File: src/rtl/mu0_pkg.sv
// Shared MU0 definitions: opcode encoding, sequencer states and opcode
// classification helpers used by the memory sequencer and the core.
package mu0_pkg;

   localparam int OPCODE_W = 4;
   localparam int IMM_W    = 12;

   typedef enum logic [OPCODE_W-1:0] {
      OP_LDA = 4'h0,
      OP_STO = 4'h1,
      OP_ADD = 4'h2,
      OP_SUB = 4'h3,
      OP_JMP = 4'h4,
      OP_JGE = 4'h5,
      OP_JNE = 4'h6,
      OP_STP = 4'h7
   } opcode_t;

   typedef enum logic [2:0] {
      S_IDLE,
      S_FETCH,
      S_DATA_RD,
      S_DATA_WR,
      S_EXEC,
      S_ERROR
   } seq_state_t;

   function automatic logic opcode_needs_read(opcode_t op);
      return (op == OP_LDA) || (op == OP_ADD) || (op == OP_SUB);
   endfunction

   function automatic logic opcode_needs_write(opcode_t op);
      return (op == OP_STO);
   endfunction

endpackage

File: src/rtl/mu0_shared_mem_sequencer_if.sv
// Single-ported memory bus with waitrequest stall; the sequencer is master.
interface mu0_shared_mem_sequencer_if #(
   parameter int ADDR_WIDTH = 12,
   parameter int DATA_WIDTH = 16
);
   logic [ADDR_WIDTH-1:0] mem_address;
   logic                  mem_read;
   logic                  mem_write;
   logic [DATA_WIDTH-1:0] mem_writedata;
   logic [DATA_WIDTH-1:0] mem_readdata;
   logic                  mem_waitrequest;

   modport master (
      output mem_address, mem_read, mem_write, mem_writedata,
      input  mem_readdata, mem_waitrequest
   );

   modport slave (
      input  mem_address, mem_read, mem_write, mem_writedata,
      output mem_readdata, mem_waitrequest
   );
endinterface

File: src/rtl/mu0_wait_timer.sv
// Bounded-wait counter: counts stalled cycles of one bus transaction and
// flags expiry on the MAX_WAIT-th consecutive stall cycle.
module mu0_wait_timer #(
   parameter int MAX_WAIT = 255
) (
   input  logic clk,
   input  logic rst,
   input  logic clear_i,
   input  logic cnt_en_i,
   output logic expired_o
);
   localparam int CNT_W = $clog2(MAX_WAIT + 1);

   logic [CNT_W-1:0] wait_cnt_q, wait_cnt_d;

   // Expiry is the stall cycle that would make the count reach MAX_WAIT.
   assign expired_o = cnt_en_i && (wait_cnt_q == CNT_W'(MAX_WAIT - 1));

   always_comb begin
      wait_cnt_d = wait_cnt_q;
      if (clear_i)
         wait_cnt_d = '0;
      else if (cnt_en_i && !expired_o)
         wait_cnt_d = wait_cnt_q + 1'b1;
   end

   always_ff @(posedge clk) begin
      if (rst) wait_cnt_q <= '0;
      else     wait_cnt_q <= wait_cnt_d;
   end
endmodule

File: src/rtl/mu0_shared_mem_sequencer.sv
// MU0 memory-access sequencer: fetch, optional data read/write, then a
// one-cycle valid_read strobe to the core. Sticky bus error on timeout.
module mu0_shared_mem_sequencer
   import mu0_pkg::*;
#(
   parameter int ADDR_WIDTH = 12,
   parameter int DATA_WIDTH = 16,
   parameter int MAX_WAIT   = 255
) (
   input  logic                  clk,
   input  logic                  rst,
   input  logic                  running,
   input  logic [ADDR_WIDTH-1:0] pc,
   input  logic [DATA_WIDTH-1:0] writedata,
   output logic [DATA_WIDTH-1:0] instr,
   output logic [DATA_WIDTH-1:0] readdata,
   output logic                  valid_read,
   output logic                  bus_error,
   mu0_shared_mem_sequencer_if.master mem
);
   seq_state_t            state_q, state_d;
   logic [DATA_WIDTH-1:0] instr_q, instr_d;
   logic [DATA_WIDTH-1:0] readdata_q, readdata_d;
   logic                  on_bus;
   logic                  expired;
   opcode_t               fetch_op;

   assign fetch_op = opcode_t'(mem.mem_readdata[DATA_WIDTH-1 -: OPCODE_W]);
   assign on_bus   = (state_q == S_FETCH) || (state_q == S_DATA_RD) || (state_q == S_DATA_WR);

   // Any state change is an entry into a new transaction (or leaves the bus).
   mu0_wait_timer #(.MAX_WAIT(MAX_WAIT)) u_wait_timer (
      .clk       (clk),
      .rst       (rst),
      .clear_i   (state_d != state_q),
      .cnt_en_i  (on_bus && mem.mem_waitrequest),
      .expired_o (expired)
   );

   always_comb begin
      state_d    = state_q;
      instr_d    = instr_q;
      readdata_d = readdata_q;
      case (state_q)
         S_IDLE:
            if (running) state_d = S_FETCH;
         S_FETCH:
            if (!mem.mem_waitrequest) begin
               instr_d = mem.mem_readdata;
               if (opcode_needs_read(fetch_op))       state_d = S_DATA_RD;
               else if (opcode_needs_write(fetch_op)) state_d = S_DATA_WR;
               else                                   state_d = S_EXEC;
            end else if (expired) begin
               state_d = S_ERROR;
            end
         S_DATA_RD:
            if (!mem.mem_waitrequest) begin
               readdata_d = mem.mem_readdata;
               state_d    = S_EXEC;
            end else if (expired) begin
               state_d = S_ERROR;
            end
         S_DATA_WR:
            if (!mem.mem_waitrequest) state_d = S_EXEC;
            else if (expired)         state_d = S_ERROR;
         S_EXEC:  state_d = S_IDLE;
         S_ERROR: state_d = S_ERROR;
         default: state_d = S_IDLE;
      endcase
   end

   // Bus controls decode from registered state only, so they hold across stalls.
   always_comb begin
      mem.mem_read      = 1'b0;
      mem.mem_write     = 1'b0;
      mem.mem_address   = '0;
      mem.mem_writedata = '0;
      valid_read        = 1'b0;
      bus_error         = 1'b0;
      case (state_q)
         S_FETCH: begin
            mem.mem_read    = 1'b1;
            mem.mem_address = pc;
         end
         S_DATA_RD: begin
            mem.mem_read    = 1'b1;
            mem.mem_address = ADDR_WIDTH'(instr_q[IMM_W-1:0]);
         end
         S_DATA_WR: begin
            mem.mem_write     = 1'b1;
            mem.mem_address   = ADDR_WIDTH'(instr_q[IMM_W-1:0]);
            mem.mem_writedata = writedata;
         end
         S_EXEC:  valid_read = 1'b1;
         S_ERROR: bus_error  = 1'b1;
         default: ;
      endcase
   end

   always_ff @(posedge clk) begin
      if (rst) begin
         state_q    <= S_IDLE;
         instr_q    <= '0;
         readdata_q <= '0;
      end else begin
         state_q    <= state_d;
         instr_q    <= instr_d;
         readdata_q <= readdata_d;
      end
   end

   assign instr    = instr_q;
   assign readdata = readdata_q;
endmodule

File: src/flat_wrapper.sv
// flat-port wrapper written by rule: the top's interface ports become plain ports
module mu0_shared_mem_sequencer_flat import mu0_pkg::*;
#(
   parameter int ADDR_WIDTH = 12,
   parameter int DATA_WIDTH = 16,
   parameter int MAX_WAIT   = 255
)
  (clk, rst, running, pc, writedata, instr, readdata, valid_read, bus_error, mem_mem_address, mem_mem_read, mem_mem_write, mem_mem_writedata, mem_mem_readdata, mem_mem_waitrequest);
  mu0_shared_mem_sequencer_if #(.ADDR_WIDTH(ADDR_WIDTH), .DATA_WIDTH(DATA_WIDTH)) mem_i ();
  input  logic clk;
  input  logic rst;
  input  logic running;
  input  logic [ADDR_WIDTH-1:0] pc;
  input  logic [DATA_WIDTH-1:0] writedata;
  output logic [DATA_WIDTH-1:0] instr;
  output logic [DATA_WIDTH-1:0] readdata;
  output logic valid_read;
  output logic bus_error;
  output wire logic [$bits(mem_i.mem_address)-1:0] mem_mem_address;
  output wire logic [$bits(mem_i.mem_read)-1:0] mem_mem_read;
  output wire logic [$bits(mem_i.mem_write)-1:0] mem_mem_write;
  output wire logic [$bits(mem_i.mem_writedata)-1:0] mem_mem_writedata;
  input wire logic [$bits(mem_i.mem_readdata)-1:0] mem_mem_readdata;
  input wire logic [$bits(mem_i.mem_waitrequest)-1:0] mem_mem_waitrequest;
  assign mem_mem_address = mem_i.mem_address;
  assign mem_mem_read = mem_i.mem_read;
  assign mem_mem_write = mem_i.mem_write;
  assign mem_mem_writedata = mem_i.mem_writedata;
  assign mem_i.mem_readdata = mem_mem_readdata;
  assign mem_i.mem_waitrequest = mem_mem_waitrequest;
  mu0_shared_mem_sequencer #(.ADDR_WIDTH(ADDR_WIDTH), .DATA_WIDTH(DATA_WIDTH), .MAX_WAIT(MAX_WAIT)) u_core (.clk(clk), .rst(rst), .running(running), .pc(pc), .writedata(writedata), .instr(instr), .readdata(readdata), .valid_read(valid_read), .bus_error(bus_error), .mem(mem_i));
endmodule
File: config.mk
export PLATFORM = sky130hd
export DESIGN_NAME = mu0_shared_mem_sequencer_flat
export DESIGN_NICKNAME = d
export VERILOG_FILES = /design/src/rtl/mu0_pkg.sv /design/src/rtl/mu0_shared_mem_sequencer_if.sv /design/src/rtl/mu0_wait_timer.sv /design/src/rtl/mu0_shared_mem_sequencer.sv /design/src/flat_wrapper.sv
export SDC_FILE = /design/constraint.sdc
export NUM_CORES = 1
export LEC_CHECK = 0
export BUFFER_PORTS_ARGS = -buffer_cell sky130_fd_sc_hd__buf_4
export CORE_AREA = 5 5 82 76
export DETAILED_ROUTE_END_ITERATION = 7
export DIE_AREA = 0 0 87 81
export PLACE_DENSITY = 0.81
export SYNTH_ARGS = -nofsm -noshare
export SYNTH_HDL_FRONTEND = slang
export SYNTH_HIERARCHICAL = 1
export SYNTH_SLANG_ARGS = --single-unit
File: constraint.sdc
create_clock -name clk -period 4.5 [get_ports clk]
set_input_delay 0.225 -clock clk [delete_from_list [all_inputs] [get_ports clk]]
set_output_delay 0.225 -clock clk [all_outputs]
set_load 0.02 [all_outputs]
Word-level counts from Yosys, hierarchy flattened
Index checks and enable logic that the tools add are counted.
W data, S select, Z words.
- word-level logic and storage cells: 44
- input port bits: 48
- bits in registers: 43
- reduce and logical (&&, ||, !) cells: 15
- add/sub/neg operators: 1
- equal/unequal tests: 10
- mux-type cells: 13
- bitwise gates (word level): 1
- operators with widths (kind ; number):
    $pmux W12 S2 ; 1
    $mux W3 ; 6
    $mux W16 ; 1
    $pmux W3 S4 ; 1
    $add A8 B1 Y8 const B ; 1
    $eq A4 B2 Y1 const B ; 2
    $eq A8 B8 Y1 const B ; 1
    $eq A3 B2 Y1 const B ; 2
    $eq A3 B3 Y1 const B ; 2
    $reduce_or A2 Y1 ; 3
    $eq A4 B1 Y1 const B ; 1
    $logic_not A4 Y1 ; 1
    $logic_or A1 B1 Y1 ; 4
    $mux W1 ; 4
    $reduce_and A2 Y1 ; 2
    $eq A3 B1 Y1 const B ; 1
    $logic_and A1 B1 Y1 ; 3
    $logic_not A3 Y1 ; 1
    $ne A3 B3 Y1 ; 1
    $logic_not A1 Y1 ; 1
    $not A1 Y1 ; 1

Depth between registers and ports, before layout
- depth after elaboration: 10
- depth in mapped cells: 11
- gate-level depth less buffers: 10

Cells and area by module
Netlist, hierarchy kept.
- modules (own cells, without submodules) (module ; area an instance (um^2) ; cells an instance ; seq. area each (um^2) ; instances):
    mu0_shared_mem_sequencer ; 1680.4 ; 220 ; 700.7 ; 1
    mu0_wait_timer ; 455.4 ; 51 ; 160.2 ; 1

Worst setup path before layout
No wires, ideal clock.
- path type: register to register
- from: register u_core.u_wait_timer.wait_cnt_q[0]
- to: register u_core.u_wait_timer.wait_cnt_q[4]
- data arrival time: 2.192 ns
- stages on the path, launching flop included: 12
- slack: 2.241 ns
- path buffers: 1
- period minus slack after synthesis: 2.259 ns
- data required time: 4.433 ns
- library setup time: 0.067 ns
- path through: dfxtp_1 > inv_1 > ha_1 > and3_4 > buf_6 > and3_1 > nand2b_1 > mux2i_1 > o21bai_1 > or2_1 > a2111o_1 > o21ai_2
- word-level cells in the longest chain between the ends: 7
- ends and longest elaborated chain (element ; RTL line ; source):
    start, declared ; mu0_wait_timer.sv:14 ; logic [CNT_W-1:0] wait_cnt_q, wait_cnt_d;
    start signal, assigned ; mu0_wait_timer.sv:29 ; else wait_cnt_q <= wait_cnt_d;
    $eq A8 B8 Y1 * ; mu0_wait_timer.sv:17 ; assign expired_o = cnt_en_i && (wait_cnt_q == CNT_W'(MAX_WAIT - 1));
    $logic_and A1 B1 Y1 * ; mu0_wait_timer.sv:17 ;
    net u_core.expired ; mu0_shared_mem_sequencer.sv:25 ; logic expired;
    $mux W3 ; mu0_shared_mem_sequencer.sv:53, mu0_shared_mem_sequencer.sv:60, mu0_shared_mem_sequencer.sv:65 ;
    $mux W3 (on tied branches) ; mu0_shared_mem_sequencer.sv:57, mu0_shared_mem_sequencer.sv:48 ;
    $pmux W3 S4 ; mu0_shared_mem_sequencer.sv:44 ; case (state_q)
    $ne A3 B3 Y1 ; mu0_shared_mem_sequencer.sv:35 ; .clear_i (state_d != state_q),
    $reduce_or A2 Y1 (no source line) ; n/a ;
Mark *: on every way through the listed nets, which the timed path passes. The rest lies on a longest branch.
A chain may end at the register's enable or synchronous reset.

Worst setup path after layout
- from: register u_core.state_q[1]
- to: register u_core.u_wait_timer.wait_cnt_q[4]
- word-level cells in the longest chain between the ends: 10
- ends and longest elaborated chain (element ; RTL line ; source):
    start, declared ; mu0_shared_mem_sequencer.sv:21 ; seq_state_t state_q, state_d;
    start signal, assigned ; mu0_shared_mem_sequencer.sv:106 ; state_q <= state_d;
    $eq A3 B1 Y1 or $eq A3 B2 Y1 (tied branches) ; mu0_shared_mem_sequencer.sv:29 ; assign on_bus = (state_q == S_FETCH) || (state_q == S_DATA_RD) || (state_q == S_DATA_WR);
    $logic_or A1 B1 Y1 ; mu0_shared_mem_sequencer.sv:29 ;
    $logic_or A1 B1 Y1 * ; mu0_shared_mem_sequencer.sv:29 ;
    $logic_and A1 B1 Y1 * ; mu0_shared_mem_sequencer.sv:36 ; .cnt_en_i (on_bus && mem.mem_waitrequest),
    $logic_and A1 B1 Y1 * ; mu0_wait_timer.sv:17 ;
    net u_core.expired ; mu0_shared_mem_sequencer.sv:25 ;
    $mux W3 ; mu0_shared_mem_sequencer.sv:53, mu0_shared_mem_sequencer.sv:60, mu0_shared_mem_sequencer.sv:65 ;
    $mux W3 (on tied branches) ; mu0_shared_mem_sequencer.sv:57, mu0_shared_mem_sequencer.sv:48 ;
    $pmux W3 S4 ; mu0_shared_mem_sequencer.sv:44 ;
    $ne A3 B3 Y1 ; mu0_shared_mem_sequencer.sv:35 ;
    $reduce_or A2 Y1 (no source line) ; n/a ;
Marked as above.

==> impl_metrics.json <==
{
  "outcome": "completed",
  "timing.hold.worst.start": "mem_mem_readdata[5]",
  "power-per-cell-area_nw_per_um2": 280,
  "critical_path.max_fanout": 25,
  "post_synth_inst_count": 271,
  "timing_max_transition_violations_final": 0,
  "min-delay-path-class": "in -> reg",
  "fin_cells": 435,
  "starting_utilization_of_the_core_area": 0.409,
  "path_clk_slew_ns": 0.09,
  "timing.critical_path.to": "u_core/u_wait_timer/wait_cnt_q[4]",
  "initialDrtViolationCount": 217,
  "critPathSlowestCell": "sky130_fd_sc_hd__dfxtp_1",
  "netlist_cell_types": 45,
  "cts_htree_levels": 2,
  "ffs_latches_synth": 43,
  "grt_start_max_net_pins": 38,
  "cts.sinks": 43,
  "clk_root_buffer_cell": "sky130_fd_sc_hd__clkbuf_8",
  "worst_r2r_startpoint": "u_core/state_q[1]",
  "slowest_delay_ns": 0.87,
  "critical_path_arrival_ns": 3.22,
  "final_setup_fails": 0,
  "skew_ns": 0.00968,
  "grt_pass1_wl_mm": 10.1,
  "number_of_buffers_inserted_for_hold_repair_after_clock_tree_synthesis": 0,
  "grt_pass1_vias": 2056,
  "syn_to_final_growth_pct": 41.7,
  "postRouteWirelength_mm": 6.76,
  "post_cts.resized_instances": 0,
  "setup.worst_path.start": "u_core/state_q[1]",
  "design.final.nets": 417,
  "critical_path_buf_inv_count": 0,
  "setup.worst_path.start_class": "register",
  "end_kind": "register",
  "post-route-cell-area_sq_um": 3030,
  "synthesis.yosys.warnings": 6,
  "grt.overflow.total": 0,
  "clock_tree.buffer_depth": 2,
  "place.port_buffers": 111,
  "r2r_end": "u_core/u_wait_timer/wait_cnt_q[4]",
  "postPlaceCellArea_sq_um": 2910,
  "insertion_delay_ns": 0.30,
  "finalSetupTns_ns": 0,
  "path_cells": "nor2_1 > nor3b_1 > and3_1 > nand2b_1 > mux2i_1 > o21bai_1 > or2_1 > a2111o_1 > o21ai_2",
  "synth.yosys.seq_area_share": 0.403,
  "ir_drop_mv": 0.182,
  "fin_worst_hold_slack_ns": 0.171,
  "fp.dieArea_sq_um": 7050,
  "avgViaCountPerCell": 5.25,
  "syn-cell-area_sq_um": 2140,
  "cts_setup_buffers": 0,
  "timing.final.crit_period_ns": 3.01,
  "drt_pass1_iterations": 5,
  "die_width_um": 87,
  "drv_cap": 0,
  "dr_total_vias": 2285,
  "synth_top_flop_cell": "sky130_fd_sc_hd__dfxtp_1",
  "final.period_utilization": 0.670,
  "core.rowCount": 25,
  "floorplan.core_area_sq_um": 5220,
  "cellLeakagePower_nw": 1.31,
  "chipHeight_um": 81,
  "grt_setup_unrepaired": "no",
  "fillers": 477,
  "place_hpwl_mm": 5.16,
  "synth_enable_flop_cells": 0,
  "preCtsSetupSlack_ns": 1.61,
  "synth-async-reset-ratio": 0,
  "antennaDiodeCount": 0,
  "antenna_found_initial": 0,
  "drtAntennaViolNets": 0,
  "cts_made_buffers": 5,
  "routed_wl_per_cell_um": 15.5,
  "cts_tree": "done",
  "syn_area_per_cell_sq_um": 7.88,
  "final_layout_size_suffix_gt1_frac": 0.334,
  "hold_viol": 0,
  "setup.reg_to_reg.worst_slack_ns": 1.49,
  "io_pins": 112,
  "mappedNetlistNets": 321,
  "cell_total_after_placement": 427,
  "globalplace.congestion": 0.866,
  "max_slew_margin": 0.374,
  "worst_slack_ns": 1.49,
  "detail_route.drc_violations": 0,
  "max_clock_freq_mhz": 332,
  "critical-path-top-delay-family": "simple AND/OR/NAND/NOR gates",
  "critical_setup_path_class": "reg -> reg",
  "worst_r2r_path_cells": 9,
  "gr-usage-all-layers": 0.182,
  "worstPathRequired_ns": 4.70,
  "crit_cells": 9,
  "worst-slew-pin-transition_ns": 0.938
}
## cells by family after synthesis
kind of cell,Yosys count,share of synthesized area
simple gates,130,0.305
compound gates,68,0.196
flops,43,0.403
buf+inv,25,0.0709
mux,2,0.00937
fa+ha+maj,2,0.0117
xor+xnor,1,0.00410
## worst min-delay path: stages
cell and delay [ns]:
sky130_fd_sc_hd__buf_4 0.11, sky130_fd_sc_hd__nand2_1 0.05, sky130_fd_sc_hd__a21oi_1 0.05
## where the power goes
group | leakage (nW) | internal (W) | switching (W)
Sequential | 0.348 | 0.000389 | 0.0000148
Combinational | 0.907 | 0.0000643 | 0.0000720
Clock | 0.0581 | 0.000165 | 0.000142
Total | 1.31 | 0.000619 | 0.000228
## metal layers
layer / up-vias / GRT usage / wire length [um]
li1: 1120 / - / -
met1: 1022 / 0.245 / 2810
met2: 125 / 0.284 / 3140
met3: 18 / 0.0436 / 667
met4: 0 / 0.0639 / 142
met5: - / 0 / 0
## synth_stat cells (2+ instances only)
cell type	n	area, sq um
sky130_fd_sc_hd__mux2i_1	2	20.0
sky130_fd_sc_hd__ha_1	2	25.0
sky130_fd_sc_hd__a21oi_1	37	185
sky130_fd_sc_hd__inv_1	3	11.3
sky130_fd_sc_hd__o21ai_0	2	10.0
sky130_fd_sc_hd__a31oi_1	3	18.8
sky130_fd_sc_hd__a22oi_1	12	90.1
sky130_fd_sc_hd__buf_2	7	35.0
sky130_fd_sc_hd__and3_1	3	18.8
sky130_fd_sc_hd__dfxtp_1	43	861
sky130_fd_sc_hd__nor2_1	19	71.3
sky130_fd_sc_hd__clkbuf_1	6	22.5
sky130_fd_sc_hd__or4b_1	2	20.0
sky130_fd_sc_hd__buf_1	2	7.51
sky130_fd_sc_hd__nand4_1	2	12.5
sky130_fd_sc_hd__nor4b_4	2	47.6
sky130_fd_sc_hd__and2_1	18	113
sky130_fd_sc_hd__nand3_1	3	15.0
sky130_fd_sc_hd__and4_1	2	17.5
sky130_fd_sc_hd__buf_6	6	67.6
sky130_fd_sc_hd__nand2_1	69	259
sky130_fd_sc_hd__a211oi_1	3	22.5
## worst min-delay path by stage
stage	to	slack (ns)	cells past startpoint
floorplan	u_core/instr[10]	0.36	2
global placement	u_core/readdata[11]	0.44	2
detailed placement	u_core/instr[13]	0.45	2
CTS	u_core/instr[5]	0.16	3
global route	u_core/readdata[8]	0.17	3
finish	u_core/instr[5]	0.17	3
## flip-flops by register name, indices dropped and copies added, names as in the netlist
signal / cells
u_core/instr: 16
u_core/readdata: 16
u_core/state_q: 3
u_core/u_wait_timer/wait_cnt_q: 8
## cell type report
cell class / instances / area [sq um] / area share
sequential: 43 / 861 / 0.285
clock buffer: 5 / 68.8 / 0.0227
timing repair buffer: 111 / 833 / 0.275
multi-input combinational: 203 / 1120 / 0.371
clock inverter: 3 / 43.8 / 0.0145
tap: 67 / 83.8 / 0.0277
inverter: 3 / 11.3 / 0.00372
## cell usage in the layout (no fill, tap or decap), drive strengths merged
master	synthesis	layout
a311oi	1	1
a21o	1	1
a21oi	37	37
nand2	69	69
a2111oi	1	1
clkinv	0	2
ha	2	2
nor3b	1	1
clkbuf	6	5
or4b	2	2
nor2b	1	1
or2	1	1
o41ai	1	1
o21ai	4	4
o21bai	1	1
nor3	1	1
nand2b	1	1
inv	3	3
a22oi	12	12
nand3	3	3
a2111o	1	1
o311ai	1	1
a221oi	1	1
or4	1	1
and2	18	18
nand4	2	2
a21boi	1	1
xnor2	1	1
bufinv	0	1
a31oi	3	3
nor4bb	1	1
mux2i	2	2
buf	16	111
nand4b	1	1
and4	2	2
dfxtp	43	43
a211oi	3	3
nor2	19	19
nor4b	3	3
and3	4	4
## metrics by stage
step            util  total power, W
5_1_grt        0.579        0.000876
3_3_place_gp   0.558        0.000545
3_5_place_dp   0.558        0.000547
4_1_cts        0.579        0.000849
6_report       0.579        0.000847
2_1_floorplan      -        0.000481
Note: power is estimated with default switching activity, not from simulation.
